[config.mk]
export PLATFORM = sky130hd
export DESIGN_NAME = mmio_uart_ctrl
export DESIGN_NICKNAME = d
export VERILOG_FILES = /design/src/rtl/mmio_pkg.sv /design/src/rtl/sync_fifo.sv /design/src/rtl/mmio_uart_ctrl.sv
export SDC_FILE = /design/constraint.sdc
export NUM_CORES = 1
export LEC_CHECK = 0
export CAP_MARGIN = 15
export CELL_PAD_IN_SITES_DETAIL_PLACEMENT = 1
export CELL_PAD_IN_SITES_GLOBAL_PLACEMENT = 1
export CORE_MARGIN = 8
export CORE_UTILIZATION = 50
export CTS_CLUSTER_DIAMETER = 60
export DETAILED_ROUTE_END_ITERATION = 10
export HOLD_SLACK_MARGIN = 0.08
export PLACE_DENSITY_LB_ADDON = 0.1
export SLEW_MARGIN = 40
export SYNTH_ARGS = -nofsm -noshare
export SYNTH_HDL_FRONTEND = slang
export SYNTH_HIERARCHICAL = 1
export SYNTH_SLANG_ARGS = --single-unit
[constraint.sdc]
create_clock -name clk -period 9.5 [get_ports clk]
set_input_delay 0.95 -clock clk [delete_from_list [all_inputs] [get_ports clk]]
set_output_delay 0.95 -clock clk [all_outputs]
set_load 0.02 [all_outputs]
[src/rtl/mmio_pkg.sv]
// Shared offsets, status bit positions and access decode for the MMIO UART controller.
package mmio_pkg;

  localparam logic [7:0] OFS_STATUS  = 8'h00;
  localparam logic [7:0] OFS_RX      = 8'h04;
  localparam logic [7:0] OFS_TX      = 8'h08;
  localparam logic [7:0] OFS_CYC     = 8'h10;
  localparam logic [7:0] OFS_INST    = 8'h14;
  localparam logic [7:0] OFS_CNT_CLR = 8'h18;

  localparam int unsigned ST_TX_RDY = 0;
  localparam int unsigned ST_RX_VLD = 1;
  localparam int unsigned ST_OVR    = 2;

  typedef enum logic [2:0] {
    AccNone,
    AccStatus,
    AccRx,
    AccTx,
    AccCyc,
    AccInst,
    AccCntClr
  } acc_e;

  function automatic acc_e decode_ofs(input logic [7:0] ofs);
    case (ofs)
      OFS_STATUS:  return AccStatus;
      OFS_RX:      return AccRx;
      OFS_TX:      return AccTx;
      OFS_CYC:     return AccCyc;
      OFS_INST:    return AccInst;
      OFS_CNT_CLR: return AccCntClr;
      default:     return AccNone;
    endcase
  endfunction

endpackage

[src/rtl/sync_fifo.sv]
// Synchronous FIFO with occupancy count; a push into a full FIFO is taken only alongside a pop.
module sync_fifo #(
  parameter int unsigned WIDTH = 8,
  parameter int unsigned DEPTH = 8
) (
  input  logic                     clk,
  input  logic                     rst,
  input  logic                     push,
  input  logic                     pop,
  input  logic [WIDTH-1:0]         wdata,
  output logic [WIDTH-1:0]         rdata,
  output logic                     full,
  output logic                     empty,
  output logic [$clog2(DEPTH):0]   count
);

  localparam int unsigned AW = $clog2(DEPTH);
  localparam int unsigned CW = AW + 1;

  logic [WIDTH-1:0] mem [DEPTH];
  logic [AW-1:0]    rd_ptr_q, rd_ptr_d;
  logic [AW-1:0]    wr_ptr_q, wr_ptr_d;
  logic [CW-1:0]    count_q, count_d;
  logic             do_push, do_pop;

  assign empty = (count_q == '0);
  assign full  = (count_q == CW'(DEPTH));
  assign count = count_q;

  // Empty reads as zero so downstream never sees stale storage.
  assign rdata = empty ? '0 : mem[rd_ptr_q];

  // No bypass: a pop on empty does nothing even if a push lands this cycle.
  assign do_pop  = pop && !empty;
  assign do_push = push && (!full || do_pop);

  always_comb begin
    rd_ptr_d = rd_ptr_q;
    wr_ptr_d = wr_ptr_q;
    count_d  = count_q;
    if (do_pop)  rd_ptr_d = rd_ptr_q + AW'(1);
    if (do_push) wr_ptr_d = wr_ptr_q + AW'(1);
    count_d = count_q + CW'(do_push) - CW'(do_pop);
  end

  always_ff @(posedge clk) begin
    if (rst) begin
      rd_ptr_q <= '0;
      wr_ptr_q <= '0;
      count_q  <= '0;
    end else begin
      rd_ptr_q <= rd_ptr_d;
      wr_ptr_q <= wr_ptr_d;
      count_q  <= count_d;
    end
  end

  always_ff @(posedge clk) begin
    if (do_push) mem[wr_ptr_q] <= wdata;
  end

endmodule

[src/rtl/mmio_uart_ctrl.sv]
// MMIO bridge from the MEM stage to the UART with TX/RX FIFOs and cycle/instret counters.
// Define RISCV_MMIO_OVERRUN_EN to build the sticky RX overrun flag and its clear.
module mmio_uart_ctrl
  import mmio_pkg::*;
#(
  parameter int unsigned TX_DEPTH    = 8,
  parameter int unsigned RX_DEPTH    = 8,
  parameter int unsigned CNT_WIDTH   = 32,
  parameter logic [3:0]  BASE_NIBBLE = 4'h8
) (
  input  logic        clk,
  input  logic        rst,
  input  logic        req_valid,
  input  logic        req_we,
  input  logic [31:0] req_addr,
  input  logic [31:0] req_wdata,
  output logic [31:0] rd_data,
  input  logic        inst_retire,
  output logic [7:0]  uart_tx_data,
  output logic        uart_tx_valid,
  input  logic        uart_tx_ready,
  input  logic [7:0]  uart_rx_data,
  input  logic        uart_rx_valid,
  output logic        uart_rx_ready
);

  localparam int unsigned TCW = $clog2(TX_DEPTH) + 1;
  localparam int unsigned RCW = $clog2(RX_DEPTH) + 1;
  localparam logic [CNT_WIDTH-1:0] CntOne = CNT_WIDTH'(1);

  logic           sel, rd, wr;
  acc_e           acc;
  logic           tx_push, tx_pop, tx_full, tx_empty;
  logic           rx_pop, rx_full, rx_empty;
  logic [7:0]     rx_rdata;
  logic [TCW-1:0] tx_count;
  logic [RCW-1:0] rx_count;
  logic           ovr;
  logic [31:0]    status, rd_mux;
  logic [31:0]    rd_q, rd_d;
  logic           cnt_clr;
  logic [CNT_WIDTH-1:0] cyc_q, cyc_d, inst_q, inst_d;
  logic           unused_bits;

  assign sel = req_valid && (req_addr[31:28] == BASE_NIBBLE);
  assign rd  = sel && !req_we;
  assign wr  = sel && req_we;
  assign acc = decode_ofs(req_addr[7:0]);

  assign tx_push       = wr && (acc == AccTx);
  assign uart_tx_valid = !tx_empty;
  assign tx_pop        = uart_tx_valid && uart_tx_ready;
  assign rx_pop        = rd && (acc == AccRx) && !rx_empty;
  assign uart_rx_ready = 1'b1;
  assign cnt_clr       = wr && (acc == AccCntClr);

  assign unused_bits = ^{req_wdata[31:8], req_addr[27:8]};

  sync_fifo #(
    .WIDTH (8),
    .DEPTH (TX_DEPTH)
  ) u_tx_fifo (
    .clk   (clk),
    .rst   (rst),
    .push  (tx_push),
    .pop   (tx_pop),
    .wdata (req_wdata[7:0]),
    .rdata (uart_tx_data),
    .full  (tx_full),
    .empty (tx_empty),
    .count (tx_count)
  );

  sync_fifo #(
    .WIDTH (8),
    .DEPTH (RX_DEPTH)
  ) u_rx_fifo (
    .clk   (clk),
    .rst   (rst),
    .push  (uart_rx_valid),
    .pop   (rx_pop),
    .wdata (uart_rx_data),
    .rdata (rx_rdata),
    .full  (rx_full),
    .empty (rx_empty),
    .count (rx_count)
  );

`ifdef RISCV_MMIO_OVERRUN_EN
  logic ovr_q, ovr_d;

  // Set is applied last so a same-cycle drop beats a software clear.
  always_comb begin
    ovr_d = ovr_q;
    if (wr && (acc == AccStatus) && req_wdata[ST_OVR]) ovr_d = 1'b0;
    if (uart_rx_valid && rx_full && !rx_pop)             ovr_d = 1'b1;
  end

  always_ff @(posedge clk) begin
    if (rst) ovr_q <= 1'b0;
    else     ovr_q <= ovr_d;
  end

  assign ovr = ovr_q;
`else
  assign ovr = 1'b0;
`endif

  always_comb begin
    status            = '0;
    status[ST_TX_RDY] = !tx_full;
    status[ST_RX_VLD] = !rx_empty;
    status[ST_OVR]    = ovr;
    status[15:8]      = 8'(rx_count);
    status[23:16]     = 8'(tx_count);
  end

  always_comb begin
    rd_mux = '0;
    case (acc)
      AccStatus: rd_mux = status;
      AccRx:     rd_mux = {24'b0, rx_rdata};
      AccCyc:    rd_mux = 32'(cyc_q);
      AccInst:   rd_mux = 32'(inst_q);
      default:   rd_mux = '0;
    endcase
  end

  // Read data holds between selected loads.
  assign rd_d    = rd ? rd_mux : rd_q;
  assign rd_data = rd_q;

  always_comb begin
    cyc_d  = cyc_q + CntOne;
    inst_d = inst_retire ? inst_q + CntOne : inst_q;
    if (cnt_clr) begin
      cyc_d  = '0;
      inst_d = '0;
    end
  end

  always_ff @(posedge clk) begin
    if (rst) begin
      rd_q   <= '0;
      cyc_q  <= '0;
      inst_q <= '0;
    end else begin
      rd_q   <= rd_d;
      cyc_q  <= cyc_d;
      inst_q <= inst_d;
    end
  end

endmodule

* After elaboration in Yosys (flattened, before gate mapping)
Memories as Yosys holds them, arrays and structs flattened. A register that Yosys moved wholly into a read port is not among the register bits.
Cells that the tools add are included.
** Storage, ports and cells
- Memory bits (writable) :: 128
- Memories kept :: 2
- Output and inout port bits :: 42
- Input bits :: 79
- Flip-flop bits (word level) :: 116
- Logic and storage cells :: 70
** Memories
- u_rx_fifo.mem :: depth 8, width 8, rd ports 1, clocked after memory_dff 1, write ports 1, line sync_fifo.sv:20 : logic [WIDTH-1:0] mem [DEPTH];
- u_tx_fifo.mem :: depth 8, width 8, rd ports 1, clocked after memory_dff 1, write ports 1, line sync_fifo.sv:20
** Operators by class
- Multiplexer cells :: 12
- Reduce and logical (&&, ||, !) cells :: 23
- Add/subtract/negate cells :: 10
- Equal/unequal tests :: 14
** Operator list (count)
- case mux 32 bit (4 select lines) :: 1
- adder 32 x 1 -> 32 bit, second input constant :: 2
- == test 8 x 5 -> 1 bit, second input constant :: 3
- case mux 3 bit (6 select lines) :: 1
- 2-to-1 mux 8 bit :: 2
- adder 3 x 1 -> 3 bit, second input constant :: 4
- == test 4 bit, second input constant :: 3
- logical AND 1 bit :: 12
- 2-to-1 mux 3 bit :: 4
- == test 3 bit, second input constant :: 3
- adder 4 x 1 -> 4 bit :: 2
- == test 8 x 3 -> 1 bit, second input constant :: 1
- == test 8 x 4 -> 1 bit, second input constant :: 1
- logical NOT 4 bit :: 2
- logical NOT 8 bit :: 1
- subtractor 4 x 1 -> 4 bit :: 2
- == test 3 x 2 -> 1 bit, second input constant :: 2
- logical NOT 1 bit :: 5
- 2-to-1 mux 1 bit :: 4
- == test 3 x 1 -> 1 bit, second input constant :: 1
- logical OR 1 bit :: 2
- OR reduction 2 bit :: 1

* Depth between registers and ports, before layout
- Depth after elaboration :: 10
- Gate-level depth with buffers :: 13
- Gate-level depth less buffers :: 13

* By module
Netlist, hierarchy kept.
** By module, submodules not included
- sync_fifo :: seq. area each 2182.1 µm², area each 3119.2 µm², cells an instance 178, instances 2
- mmio_uart_ctrl :: seq. area each 1921.8 µm², area each 4897.2 µm², cells an instance 539, instances 1

* Worst setup path after synthesis
Ideal clock, no wire load.
- Path type :: input-to-reg
- Start point :: input req_addr[2]
- End point :: memory u_tx_fifo.mem[0][0], enable pin
- Arrival :: 3.487 ns
- Slack :: 5.618 ns
- Stages :: 7
- Path buffers :: 2
- Required time :: 9.105 ns
- Library setup time :: 0.395 ns
- Path through :: clkbuf_1 -> nor4b_1 -> nand4_1 -> clkbuf_1 -> nor3b_1 -> o21ai_0 -> nor4_1
** On the way
- Longest elaborated chain between the ends :: 7
- Elaborated cells on any way between the ends :: 12
- Classes of those cells :: 6 x eq/ne; 3 x mux; 3 x reduce/logical
** Ends and longest elaborated chain
- start, declared :: line mmio_uart_ctrl.sv:15 : input logic [31:0] req_addr,
- == test 8 x 5 -> 1 bit, or another cell as far along :: line mmio_pkg.sv:26 : case (ofs)
- case mux 3 bit (6 select lines) (*) :: line mmio_pkg.sv:26
- == test 3 x 2 -> 1 bit (*) :: line mmio_uart_ctrl.sv:50 : assign tx_push = wr && (acc == AccTx);
- logical AND 1 bit (*) :: line mmio_uart_ctrl.sv:50
- via tx_push :: line mmio_uart_ctrl.sv:33 : logic tx_push, tx_pop, tx_full, tx_empty;
- logical AND 1 bit (*) :: line sync_fifo.sv:35 : assign do_push = push && (!full || do_pop);
- 2-to-1 mux 1 bit (*) :: line sync_fifo.sv:59 : if (do_push) mem[wr_ptr_q] <= wdata;
- 2-to-1 mux 1 bit (implied by the code) (*) :: line sync_fifo.sv:59
- end, declared :: line sync_fifo.sv:20
The timed path passes the listed nets; every way through them passes the cells marked *.

* Worst setup path in the final report
- Start point :: input req_addr[3]
- End point :: memory u_tx_fifo.mem[2][5], enable pin
The elaborated chain is that of the path after synthesis.

==> summary.md <==
| Metric | Value |
|---|---|
| Vias per cell | 6.027 |
| Share of layout cells above drive strength 1 | 14.78% |
| Clk network pwr share | 39.4% |
| Htree depth | 1 |
| Run status | finished clean |
| Routed len/inst | 21.85 µm |
| Mapped Nets | 991 |
| Hold Path Class | flip-flop to flip-flop |
| Root Buffer | clkbuf_16 |
| Seq pwr share | 45.8% |
| Post-route DRC | 0 |
| RSZ-0062 raised after global routing | false |
| Post-Route WL | 27.55 mm |
| CTS sink cnt | 250 |
| Diode count | 0 |
| Count of max-cap constraint violations | 0 |
| Width of the die | 165.2 µm |
| Final-report setup violation count | 0 |
| Bufs on Longest Clock Path | 3 |
| Post-Syn Area | 11,130 µm² |
| Hpwl dp | 18.72 mm |
| Cell Rows | 54 |
| Initial Utilization | 51.01% |
| Maximum vdd drop | 0.1960 mV |
| Buffers on Ports | 75 |
| Fin. Hold Viols | 0 |
| Filler instances | 2,157 |
| Largest net degree at the start of global routing | 59 |
| Total Nets Final | 1,057 |
| Slew at the pin with the worst max-slew slack | 0.8371 ns |
| Fin. max-slew vios | 0 |
| Pleak | 4.214 nW |
| Minimum clock period | 4.406 ns |
| Worst clock skew | 0.009186 ns |
| PwrDens | 203.2 nW/µm² |
| CTS tree | built |
| Tcrit/Tclk final | 46.38% |
| Worst Setup End Kind | flip-flop |
| Overall Global Routing Usage | 20.29% |
| Post-CTS Resized | 0 |
| I/O Pins | 121 |
| DRT iter0 DRCs | 390 |
| Worst-path fanout max | 19 |
| DP Worst Slack | 4.210 ns |
| Final WS setup | 5.094 ns |
| First-pass GRT wire length | 44.05 mm |
| Die height | 165.2 µm |
| Psw | 0.6658 mW |
| Clk slew on worst S/H paths | 0.06 ns |
| Antenna violations before repair | 0 |
| Mean area per synthesized cell | 12.45 µm² |
| Slew HR | 44.02% |
| Via Count | 7,600 |
| Gate count of the mapped netlist | 894 |
| Fmax | 227.0 MHz |
| GPL Wtd Cong | 0.7821 |
| Combinational share of power | 14.8% |
| Core area | 21,820 µm² |
| CTS Buf Count | 27 |
| Post-DRT Antenna Nets | 0 |
| Fin Setup TNS | 0 ns |
| Switching Share | 25.17% |
| Total grt overflow | 0 |
| Kind of critical path | input pin to flip-flop |
| Yosys warns | 6 |
| Area Growth Syn to Fin | 16.93% |
| Hold bufs inserted after CTS | 0 |
| Arr. time, crit path | 4.64 ns |
| Crit path required time | 9.74 ns |
| First drt pass iteration count | 4 |
| Vias in the first global route | 8,277 |
| Worst skew pair latency | 0.53 ns |
| Startpoint types | input pin |
| Post-CTS Setup Repair Bufs | 0 |
| Die area | 27,290 µm² |
| P_int | 1.979 mW |
[cells in the final DEF, fill, tap and decap left out, types with 5 or more instances in the layout]
master / instances
inv_1: 40
and3_1: 5
o21ai_0: 19
o2bb2ai_1: 14
a21oi_1: 58
or3_1: 17
a22o_1: 22
xor2_1: 10
nor2_1: 42
o2bb2ai_2: 10
nor4_2: 5
nand4_1: 9
nand4b_1: 16
mux4_2: 34
nand2_1: 43
o31ai_1: 21
nor2_2: 6
o211ai_1: 16
clkbuf_8: 6
nor2b_1: 11
or4_1: 29
nand2b_1: 6
xnor2_1: 13
ha_1: 16
clkbuf_1: 7
clkbuf_16: 27
dfxtp_1: 120
edfxtp_1: 128
mux2_2: 10
clkdlybuf4s50_1: 73
mux2i_1: 33
nor3_1: 12
nand3_1: 23
buf_4: 17
[metal layers]
metal | track usage, % | up-vias | part of all wire [%]
met5 | 0 | - | 0
met4 | 6.020 | 0 | 1.9
met3 | 2.529 | 45 | 3.9
met2 | 37.76 | 144 | 53
met1 | 23.96 | 3856 | 41
li1 | - | 3555 | -
[worst max-delay path, stage by stage]
cell and delay (ns):
clkdlybuf4s50_1 0.87, nor2b_1 0.22, nand4_1 0.67, nor3b_2 0.68, o21ai_0 0.30, nor3_1 0.66, buf_4 0.28
[layout make-up]
type,count,area [µm²],share of cell area [%]
Sequential cell,250,6289,48.31
Multi-Input combinational cell,549,4464,34.30
Timing Repair Buffer,92,868.3,6.671
Clock buffer,40,784.5,6.027
Tap cell,280,350.3,2.692
Inverter,40,150.1,1.154
Clock inverter,10,110.1,0.8459
[power by group through the flow]
stage | logic, mW | registers (mW) | clock network, mW
2_1_floorplan | 0.273 | 1.21 | 0
3_3_place_gp | 0.371 | 1.23 | 0
3_5_place_dp | 0.392 | 1.24 | 0
4_1_cts | 0.396 | 1.21 | 1.07
5_1_grt | 0.427 | 1.22 | 1.10
6_report | 0.393 | 1.21 | 1.04
[per-stage QoR]
step,utilization (%),total power [mW],hold WS [ns],cell area [µm²],cells
floorplan,-,1.478,0.4344,11130,894
global placement,55.35,1.603,0.4470,12080,1210
detailed placement,55.45,1.628,0.4502,12100,1210
CTS,59.55,2.676,0.4613,13000,1260
global route,59.64,2.744,0.4846,13020,1261
finish,59.64,2.645,0.4594,13020,1261
[state kept, by name, indices dropped and copies added (netlist names), named ones only]
register	cells
rd_data	32
u_tx_fifo/wr_ptr_q	3
cyc_q	32
u_tx_fifo/mem	64
inst_q	32
u_rx_fifo/rd_ptr_q	3
u_tx_fifo/rd_ptr_q	3
u_rx_fifo/wr_ptr_q	3
u_rx_fifo/mem	64
u_tx_fifo/count	4
u_rx_fifo/count	4
[worst paths after layout]
kind                                         start                  end  slack, ns  cells after the start
worst min register to register          rd_data[6]           rd_data[6]       0.46                      2
worst max-delay path                   req_addr[3]  u_tx_fifo/mem[2][5]       5.09                      7
worst min-delay path                    rd_data[6]           rd_data[6]       0.46                      2
worst max register to register  u_rx_fifo/count[2]   u_rx_fifo/count[3]       6.09                     11
Power figures use the tool's default switching activity.
